===== config.mk =====
export PLATFORM = sky130hd
export DESIGN_NAME = seq_ctrl
export DESIGN_NICKNAME = d
export VERILOG_FILES = /design/src/rtl/seq_ctrl.sv
export SDC_FILE = /design/constraint.sdc
export NUM_CORES = 1
export LEC_CHECK = 0
export CORE_AREA = 4 4 41 43
export DETAILED_ROUTE_END_ITERATION = 12
export DIE_AREA = 0 0 45 47
export PLACE_DENSITY = 0.68
export SLEW_MARGIN = 20
export SYNTH_ARGS = -nofsm -noshare
export SYNTH_HDL_FRONTEND = slang
export SYNTH_SLANG_ARGS = --single-unit

===== constraint.sdc =====
create_clock -name clock -period 1.7 [get_ports clock]
set_input_delay 0.34 -clock clock [delete_from_list [all_inputs] [get_ports clock]]
set_output_delay 0.34 -clock clock [all_outputs]
set_load 0.005 [all_outputs]

===== src/rtl/seq_ctrl.sv =====
`timescale 1ns/1ps
// seq_ctrl: control sequencer for the basic accumulator processor.
// It runs a fetch/decode/execute loop over the shared sysbus. Memory accesses
// hold CS until mem_rdy. The outputs are combinational from the state, op,
// z_flag and mem_rdy. While reset is high, every output is forced to 0.
// Optional feature: define SEQ_MEM_TIMEOUT_EN to bound memory waits to TIMEOUT
// cycles. An expired wait halts the sequencer with a sticky bus_err.
module seq_ctrl #(
  parameter int OP_W    = 3,
  parameter int TIMEOUT = 15
) (
  input  logic            clock,
  input  logic            reset,
  input  logic [OP_W-1:0] op,
  input  logic            z_flag,
  input  logic            mem_rdy,
  output logic            ACC_bus,
  output logic            load_ACC,
  output logic            ALU_ACC,
  output logic            ALU_add,
  output logic            ALU_sub,
  output logic            ALU_xor,
  output logic            ALU_inc,
  output logic            PC_bus,
  output logic            load_PC,
  output logic            INC_PC,
  output logic            load_IR,
  output logic            Addr_bus,
  output logic            load_MAR,
  output logic            CS,
  output logic            R_NW,
  output logic            halted,
  output logic            bus_err
);

  localparam logic [OP_W-1:0] OP_LOAD  = OP_W'(0);
  localparam logic [OP_W-1:0] OP_STORE = OP_W'(1);
  localparam logic [OP_W-1:0] OP_ADD   = OP_W'(2);
  localparam logic [OP_W-1:0] OP_SUB   = OP_W'(3);
  localparam logic [OP_W-1:0] OP_XOR   = OP_W'(4);
  localparam logic [OP_W-1:0] OP_INC   = OP_W'(5);
  localparam logic [OP_W-1:0] OP_BNE   = OP_W'(6);
  localparam logic [OP_W-1:0] OP_HALT  = OP_W'(7);

  typedef enum logic [2:0] {
    FETCH_A = 3'd0,
    FETCH_B = 3'd1,
    DECODE  = 3'd2,
    MEM     = 3'd3,
    HALT    = 3'd4
  } state_t;

  // Every strobe except bus_err, which is registered separately.
  typedef struct packed {
    logic acc_bus;
    logic load_acc;
    logic alu_acc;
    logic alu_add;
    logic alu_sub;
    logic alu_xor;
    logic alu_inc;
    logic pc_bus;
    logic load_pc;
    logic inc_pc;
    logic load_ir;
    logic addr_bus;
    logic load_mar;
    logic cs;
    logic r_nw;
    logic halted;
  } ctrl_t;

  state_t state_reg;
  state_t state_next;
  ctrl_t  ctrl;
  ctrl_t  ctrl_out;
  logic   wait_expired;

  // State register; asynchronous reset returns the sequencer to the start of fetch.
  always_ff @(posedge clock or posedge reset) begin
    if (reset) begin
      state_reg <= FETCH_A;
    end else begin
      state_reg <= state_next;
    end
  end

  // Next-state and strobe decode.
  always_comb begin
    state_next = state_reg;
    ctrl       = '0;
    case (state_reg)
      FETCH_A: begin
        ctrl.pc_bus   = 1'b1;
        ctrl.load_mar = 1'b1;
        state_next    = FETCH_B;
      end
      FETCH_B: begin
        ctrl.cs   = 1'b1;
        ctrl.r_nw = 1'b1;
        if (mem_rdy) begin
          ctrl.load_ir = 1'b1;
          ctrl.inc_pc  = 1'b1;
          state_next   = DECODE;
        end else if (wait_expired) begin
          state_next = HALT;
        end
      end
      DECODE: begin
        case (op)
          OP_LOAD, OP_STORE, OP_ADD, OP_SUB, OP_XOR: begin
            ctrl.addr_bus = 1'b1;
            ctrl.load_mar = 1'b1;
            state_next    = MEM;
          end
          OP_INC: begin
            ctrl.load_acc = 1'b1;
            ctrl.alu_acc  = 1'b1;
            ctrl.alu_inc  = 1'b1;
            state_next    = FETCH_A;
          end
          OP_BNE: begin
            // The branch is taken only when the accumulator is non-zero.
            if (!z_flag) begin
              ctrl.addr_bus = 1'b1;
              ctrl.load_pc  = 1'b1;
            end
            state_next = FETCH_A;
          end
          OP_HALT: state_next = HALT;
          default: state_next = FETCH_A;
        endcase
      end
      MEM: begin
        if (op == OP_STORE) begin
          // The accumulator drives the bus for the whole write. R_NW stays 0.
          ctrl.acc_bus = 1'b1;
          ctrl.cs      = 1'b1;
        end else begin
          ctrl.cs   = 1'b1;
          ctrl.r_nw = 1'b1;
          if (mem_rdy) begin
            case (op)
              OP_LOAD: ctrl.load_acc = 1'b1;
              OP_ADD: begin
                ctrl.load_acc = 1'b1;
                ctrl.alu_acc  = 1'b1;
                ctrl.alu_add  = 1'b1;
              end
              OP_SUB: begin
                ctrl.load_acc = 1'b1;
                ctrl.alu_acc  = 1'b1;
                ctrl.alu_sub  = 1'b1;
              end
              OP_XOR: begin
                ctrl.load_acc = 1'b1;
                ctrl.alu_acc  = 1'b1;
                ctrl.alu_xor  = 1'b1;
              end
              default: ctrl.load_acc = 1'b0;
            endcase
          end
        end
        if (mem_rdy) begin
          state_next = FETCH_A;
        end else if (wait_expired) begin
          state_next = HALT;
        end
      end
      HALT: ctrl.halted = 1'b1;
      default: state_next = FETCH_A;
    endcase
  end

  // Reset blanks every strobe immediately, which also drops CS in the middle of a wait.
  assign ctrl_out = reset ? ctrl_t'('0) : ctrl;

  assign ACC_bus  = ctrl_out.acc_bus;
  assign load_ACC = ctrl_out.load_acc;
  assign ALU_ACC  = ctrl_out.alu_acc;
  assign ALU_add  = ctrl_out.alu_add;
  assign ALU_sub  = ctrl_out.alu_sub;
  assign ALU_xor  = ctrl_out.alu_xor;
  assign ALU_inc  = ctrl_out.alu_inc;
  assign PC_bus   = ctrl_out.pc_bus;
  assign load_PC  = ctrl_out.load_pc;
  assign INC_PC   = ctrl_out.inc_pc;
  assign load_IR  = ctrl_out.load_ir;
  assign Addr_bus = ctrl_out.addr_bus;
  assign load_MAR = ctrl_out.load_mar;
  assign CS       = ctrl_out.cs;
  assign R_NW     = ctrl_out.r_nw;
  assign halted   = ctrl_out.halted;

`ifdef SEQ_MEM_TIMEOUT_EN
  localparam int CNT_W = $clog2(TIMEOUT + 1);
  localparam logic [CNT_W-1:0] LAST_WAIT = CNT_W'(TIMEOUT - 1);

  logic             in_wait;
  logic [CNT_W-1:0] wait_cnt_reg;
  logic             bus_err_reg;

  assign in_wait = (state_reg == FETCH_B) || (state_reg == MEM);

  // The wait expires when the TIMEOUT-th consecutive not-ready cycle occurs.
  // If mem_rdy is high in that cycle, the normal transition is taken instead.
  assign wait_expired = in_wait && !mem_rdy && (wait_cnt_reg == LAST_WAIT);

  // Count consecutive not-ready cycles. The count is zero whenever a wait state is entered.
  always_ff @(posedge clock or posedge reset) begin
    if (reset) begin
      wait_cnt_reg <= '0;
    end else if (in_wait && !mem_rdy) begin
      wait_cnt_reg <= wait_cnt_reg + 1'b1;
    end else begin
      wait_cnt_reg <= '0;
    end
  end

  // Sticky bus error flag; only reset clears it.
  always_ff @(posedge clock or posedge reset) begin
    if (reset) begin
      bus_err_reg <= 1'b0;
    end else if (wait_expired) begin
      bus_err_reg <= 1'b1;
    end
  end

  assign bus_err = bus_err_reg;
`else
  logic unused_timeout;
  assign unused_timeout = (TIMEOUT > 0);
  assign wait_expired   = 1'b0;
  assign bus_err        = 1'b0;
`endif

endmodule


==> metrics.cfg, run 1 <==
[sta]
hold_violations=0
skew_ns=0.00203
finalSetupViolCount=12
drv_slew=0
max_freq_mhz=485
rsz0062_at_grt=true
fin_ws_ns=-0.363
period_needed_ns=2.06
period_share_pct=121

[synthesis]
syn_nets=56
synth_area_um2=390
synth.area.top_cells=dfrtp_1, nor4b_1, buf_6, nand2_1, nor2_1
yosysTopAreaCell=dfrtp_1
ys_ff_latch=3
synthCells=49
netlist.area_leader.share_pct=19.2
synth.distinct_cells=30
syn_avg_cell_area_um2=7.97
seq_area_frac_synth_pct=19.2
ys_warn_count=0

[clock_tree]
numCtsBuffers=3
htreeDepth=1
cts_tree=yes
holdBufCountCts=0
path_clk_slew_ns=0.04
worst_skew_pair.late_latency_ns=0.23
root_buffer=clkbuf_4
cts_max_path_buffers=2
cts.sinks=3

[layout]
largest_register_ffs=3
fill_cells=106
nNetsFinal=107
regArea_um2=77.6
n_antenna_cell=0
drive_gt1_share_pct=67.7
multi_input_area_um2=354
stdcell_count=114
synthToLayoutAreaGrowth_pct=127

[global_routing]
grtUsageMet2_pct=28.5
grt_max_degree=9
grtUsageMet3_pct=3.45
grt_pass1_vias=544
gr-usage-met1_pct=16.2
top_usage_layer=met2
grt_pass1_wl_mm=2.31
antenna_found_initial=0
grt_overflow_total=0
grt_usage_pct=15.0

[run]
maxCapViolCount=0

[route]
drc=0
wl_per_cell_um=13.5
dr.pass1.iters=2
vias=562
drt_iter0_markers=5
antenna_left=0
routed_wirelength_mm=1.54
post_drt_via_cell_ratio=4.93

[pwr]
p_seq_share_pct=15.5
sw_frac_of_total_pct=37.3
power_w=0.000772
p_int_w=0.000484
p_switching_w=0.000288
leakage_nw=0.465
combinationalPowerShare_pct=68.8
p_clk_share_pct=15.7
power_density_mw_per_mm2=871
irDropWorstVdd_mv=0.755

[placement]
hpwlAfterDp_um=967
io_buffer_count=22
dp_cells=99
gp_congestion=0.858

[run_status]
status=finished with violations
violations=negative setup slack

[worst_setup_path]
regToRegStartpoint=state_reg[2]$_DFFE_PP0P_
worst_ep_arrival_time_ns=1.72
crit_path_end_kind=output pin
r2r_slack_ns=0.49
cp.required_ns=1.36
worstPathMaxFanout=3
timing_worst_setup_path_type=register to output pin
worstRegToRegCells=5
regToRegEndpoint=state_reg[2]$_DFFE_PP0P_
start_kind=register

[floorplan]
core_region_area_mm2=0.00130
rows=13
die_h_um=47
io_pins=24
die_w_um=45
die_area_mm2=0.00212
start_util_pct=30.0

[min_path]
hold_class=input port to asynchronous set/reset pin

cells in the final DEF, fill, tap and decap left out, types with 2 or more instances in the layout:
cell type	n
buf_4	21
buf_2	15
buf_6	7
nand2_1	4
nor2_1	3
clkbuf_4	3
dlygate4sd2_1	3
a211oi_1	2
inv_1	2
inv_2	2
nand3_2	2
a21oi_1	2
nor4b_4	2
dfrtp_2	2
what timing repair did:
action                     in CTS  in global routing
resized for setup              80                 18
pin swaps                      10                  7
setup buffers                   7                  6
setup endpoints to repair      16                 15
worst max path at each step:
| stage | from | slack [ns] | to | depth (start not counted) |
|---|---|---|---|---|
| 2_1_floorplan | state_reg[0]$_DFFE_PP0P_ | 0.09 | load_ACC | 4 |
| 3_3_place_gp | reset | -0.76 | load_ACC | 6 |
| 3_5_place_dp | reset | -0.80 | ALU_ACC | 6 |
| 4_1_cts | state_reg[2]$_DFFE_PP0P_ | -0.31 | load_ACC | 7 |
| 5_1_grt | state_reg[2]$_DFFE_PP0P_ | -0.43 | load_ACC | 7 |
| 6_report | state_reg[2]$_DFFE_PP0P_ | -0.36 | load_ACC | 7 |
layer usage:
layer | up-vias | routed length [um]
li1 | 274 | -
met1 | 268 | 646
met2 | 20 | 798
met3 | 0 | 94
met4 | 0 | 0
met5 | - | 0
cell type report:
| class | count | share of cell area, % |
|---|---|---|
| clock buffers | 4 | 2.97 |
| inverters | 4 | 1.69 |
| multi-input cells | 37 | 40.0 |
| flip-flops and latches | 3 | 8.76 |
| well taps | 15 | 2.12 |
| repair buffers | 51 | 44.5 |
per-stage QoR:
step	utilization (%)	hold WS, ns	cell area (um2)	setup slack, ns	setup TNS, ns
after floorplan	-	0.0936	390	0.0874	0
after global placement	56.4	0.677	734	-0.760	-9.85
after detailed placement	56.4	0.684	734	-0.802	-10.25
after CTS	61.9	0.332	806	-0.311	-1.91
after global routing	68.1	0.167	886	-0.429	-3.44
final	68.1	0.163	886	-0.363	-2.44
Yosys cell counts (all sizes together):
cell    number
o311ai       1
and4b        1
nand4        1
nor4         1
or4b         1
nor4bb       1
nor2b        1
mux2i        1
dfrtp        3
nand2b       1
nand2        5
o21a         1
nand3        2
nor3         2
inv          4
and2         1
nor4b        3
conb         1
nand4b       1
nor3b        1
buf          5
xnor2        1
o21ai        1
nor2         5
a211oi       2
a21oi        2
cell families (layout without fill, tap and decap cells):
logic type	after synthesis	in the layout	share of synthesized area (%)
simple gates	27	27	46.5
buf+inv	9	59	14.7
mux	1	1	2.56
xor+xnor	1	1	2.24
flops	3	3	19.2
compound gates	7	7	13.8
other cells	1	1	0.961
power by group through the flow:
stage,registers (W),clock network [W],logic (W)
after floorplan,0.000105,0,0.000193
after global placement,0.000114,0,0.000404
after detailed placement,0.000114,0,0.000407
after CTS,0.000114,0.000126,0.000439
after global routing,0.000122,0.000141,0.000564
final,0.000119,0.000121,0.000531
critical path, cell delays in order, from the launching register on:
cell and delay, ns:
dfrtp_2 0.43, nor4bb_2 0.29, buf_4 0.16, nand4b_1 0.12
buf_4 0.18, buf_6 0.11, o311ai_4 0.05, buf_2 0.16
(Power assumes the default switching activity.)
==> run 2: changes to the inputs <==
- DONT_BUFFER_PORTS: unset -> 1
- PLACE_DENSITY: 0.68 -> 0.43
==> metrics.cfg, run 2 (same netlist as run 1, synthesis figures left out) <==
[run_status]
status=finished with violations
violations=negative setup slack

[sta]
skew_ns=0.00238  ; +0.000345 ns
max_freq_mhz=547  ; +13%
hold_violations=0  ; unchanged
fin_ws_ns=-0.128  ; +0.235 ns
period_needed_ns=1.83  ; -0.235 ns
period_share_pct=108  ; -14 points
rsz0062_at_grt=true
drv_slew=0  ; unchanged
finalSetupViolCount=5  ; -7

[placement]
io_buffer_count=0  ; -100%
gp_congestion=0.758  ; -12%
hpwlAfterDp_um=774  ; -20%
place_area_um2=404  ; -45%
dpl_worst_slack_ns=0.0603  ; +0.863 ns

[floorplan]
die_area_mm2=0.00212  ; unchanged
rows=13  ; unchanged
io_pins=24  ; unchanged
core_region_area_mm2=0.00130  ; unchanged
die_w_um=45  ; unchanged
die_h_um=47  ; unchanged
start_util_pct=30.0  ; unchanged

[worst_setup_path]
path_cells=nor3_4, or4b_4, nand3_1
worst_ep_arrival_time_ns=1.49  ; -0.23 ns
regToRegStartpoint=state_reg[2]$_DFFE_PP0P_
worstRegToRegCells=4  ; -1
r2r_slack_ns=0.62  ; +0.13 ns
critPathLaunch=state_reg[2]$_DFFE_PP0P_
timing_worst_setup_path_type=register to output pin
worstPathMaxFanout=3  ; unchanged
cp.required_ns=1.36  ; about the same
worst_path_largest_cell_delay_ns=0.51  ; +0.08 ns
start_kind=register
cp_slowest_cell=or4b_4
crit_path_end_kind=output pin

[route]
routed_wirelength_mm=1.05  ; -32%
vias=384  ; -32%
drc=0  ; unchanged
antenna_left=0  ; unchanged
wl_per_cell_um=15.2  ; +13%
drt_iter0_markers=5  ; unchanged
dr.pass1.iters=2  ; unchanged
post_drt_via_cell_ratio=5.57  ; +13%

[min_path]
whs_path_depth=1
hold_class=input port to register
hold_path.startpoint=mem_rdy

[global_routing]
grt_overflow_total=0  ; unchanged
grt_usage_pct=9.81  ; -5.2 points
grt_pass1_wl_mm=1.49  ; -36%
grt_max_degree=13  ; +4
grt_pass1_vias=359  ; -34%
antenna_found_initial=0  ; unchanged

[clock_tree]
htreeDepth=1  ; unchanged
cts_max_path_buffers=2  ; unchanged
worst_skew_pair.late_latency_ns=0.23  ; about the same
root_buffer=clkbuf_4
cts_tree=yes
cts.sinks=3  ; unchanged
numCtsBuffers=3  ; unchanged
path_clk_slew_ns=0.04  ; about the same
post_cts_buffers=0  ; -7

[layout]
drive_gt1_share_pct=42.6  ; -25 points
n_antenna_cell=0  ; unchanged
synthToLayoutAreaGrowth_pct=34.0
fill_cells=139  ; +31%
final_cell_area_um2=523  ; -41%
most-common-layout-cells=nand2_1, buf_4, nor2_1, inv_1, clkbuf_4
largest_register_ffs=3  ; unchanged
nNetsFinal=62  ; -42%

[pwr]
combinationalPowerShare_pct=52.5  ; -16 points
p_clk_share_pct=24.4  ; +8.7 points
p_seq_share_pct=23.1  ; +7.6 points
power_density_mw_per_mm2=988  ; +13%
irDropWorstVdd_mv=0.586  ; -22%
sw_frac_of_total_pct=38.2  ; +0.91 points
leakage_nw=0.217  ; -53%
p_int_w=0.000319  ; -34%
p_switching_w=0.000197  ; -31%

[run]
maxCapViolCount=0  ; unchanged

## run 2: cell count changes in the layout (fill, tap and decap cells not counted), sizes merged
cell	previous run	this run
buf	44	5
clkbuf	5	4
clkdlybuf4s15	2	0
clkdlybuf4s50	1	0
dlygate4sd2	3	0
dlygate4sd3	0	1
## run 2: per-stage QoR
step                hold slack, ns  std cells  setup TNS [ns]  power [W]  utilization (%)
global placement             0.103         64               0   0.000347             31.1
global route                 0.179         69          -0.954   0.000560             40.2
detailed placement           0.105         64               0   0.000340             31.1
finish                       0.200         69          -0.423   0.000517             40.2
CTS                          0.193         69          -0.617   0.000480             35.8
floorplan                   0.0936         49               0   0.000298                -
## run 2: layout make-up
class                   instances  area [um2]  share of cell area, %
flip-flops and latches          3        77.6                   14.8
inverters                       4        15.0                   2.87
multi-input cells              37         334                   63.9
well taps                      15        18.8                   3.59
clock buffers                   4        26.3                   5.02
repair buffers                  6        51.3                   9.81
## run 2: worst paths after layout
path / endpoint
max in group asynchronous: state_reg[0]$_DFFE_PP0P_
setup reg to reg: state_reg[2]$_DFFE_PP0P_
min in group asynchronous: state_reg[2]$_DFFE_PP0P_
hold reg to reg: state_reg[2]$_DFFE_PP0P_
hold / removal: state_reg[0]$_DFFE_PP0P_
setup / recovery: ALU_ACC
## run 2: what timing repair did
item,in CTS,in global routing
endpoints found under the hold margin,3,0
hold buffers,1,0
gates resized for setup,5,12
cloned,0,0
endpoints found under the setup margin,10,11
pin swaps,1,4
## run 2: worst max-delay path: cells and delay by family (launching register included)
family | cells | cell delay, ns
simple gates | 3 | 0.82
flops | 1 | 0.44
## run 2: power groups by stage
stage          Combinational, W  Clock [W]  Sequential, W
2_1_floorplan          0.000193          0       0.000105
3_3_place_gp           0.000227          0       0.000120
3_5_place_dp           0.000223          0       0.000117
4_1_cts                0.000231   0.000131       0.000118
5_1_grt                0.000292   0.000144       0.000123
6_report               0.000271   0.000126       0.000120
## run 2: metal layers
metal / vias to the layer above / track usage (%) / routed length [um]
li1: 184 / - / -
met5: - / 0 / 0
met4: 0 / 7.02 / 8
met2: 18 / 13.8 / 519
met3: 2 / 5.36 / 106
met1: 180 / 11.2 / 415
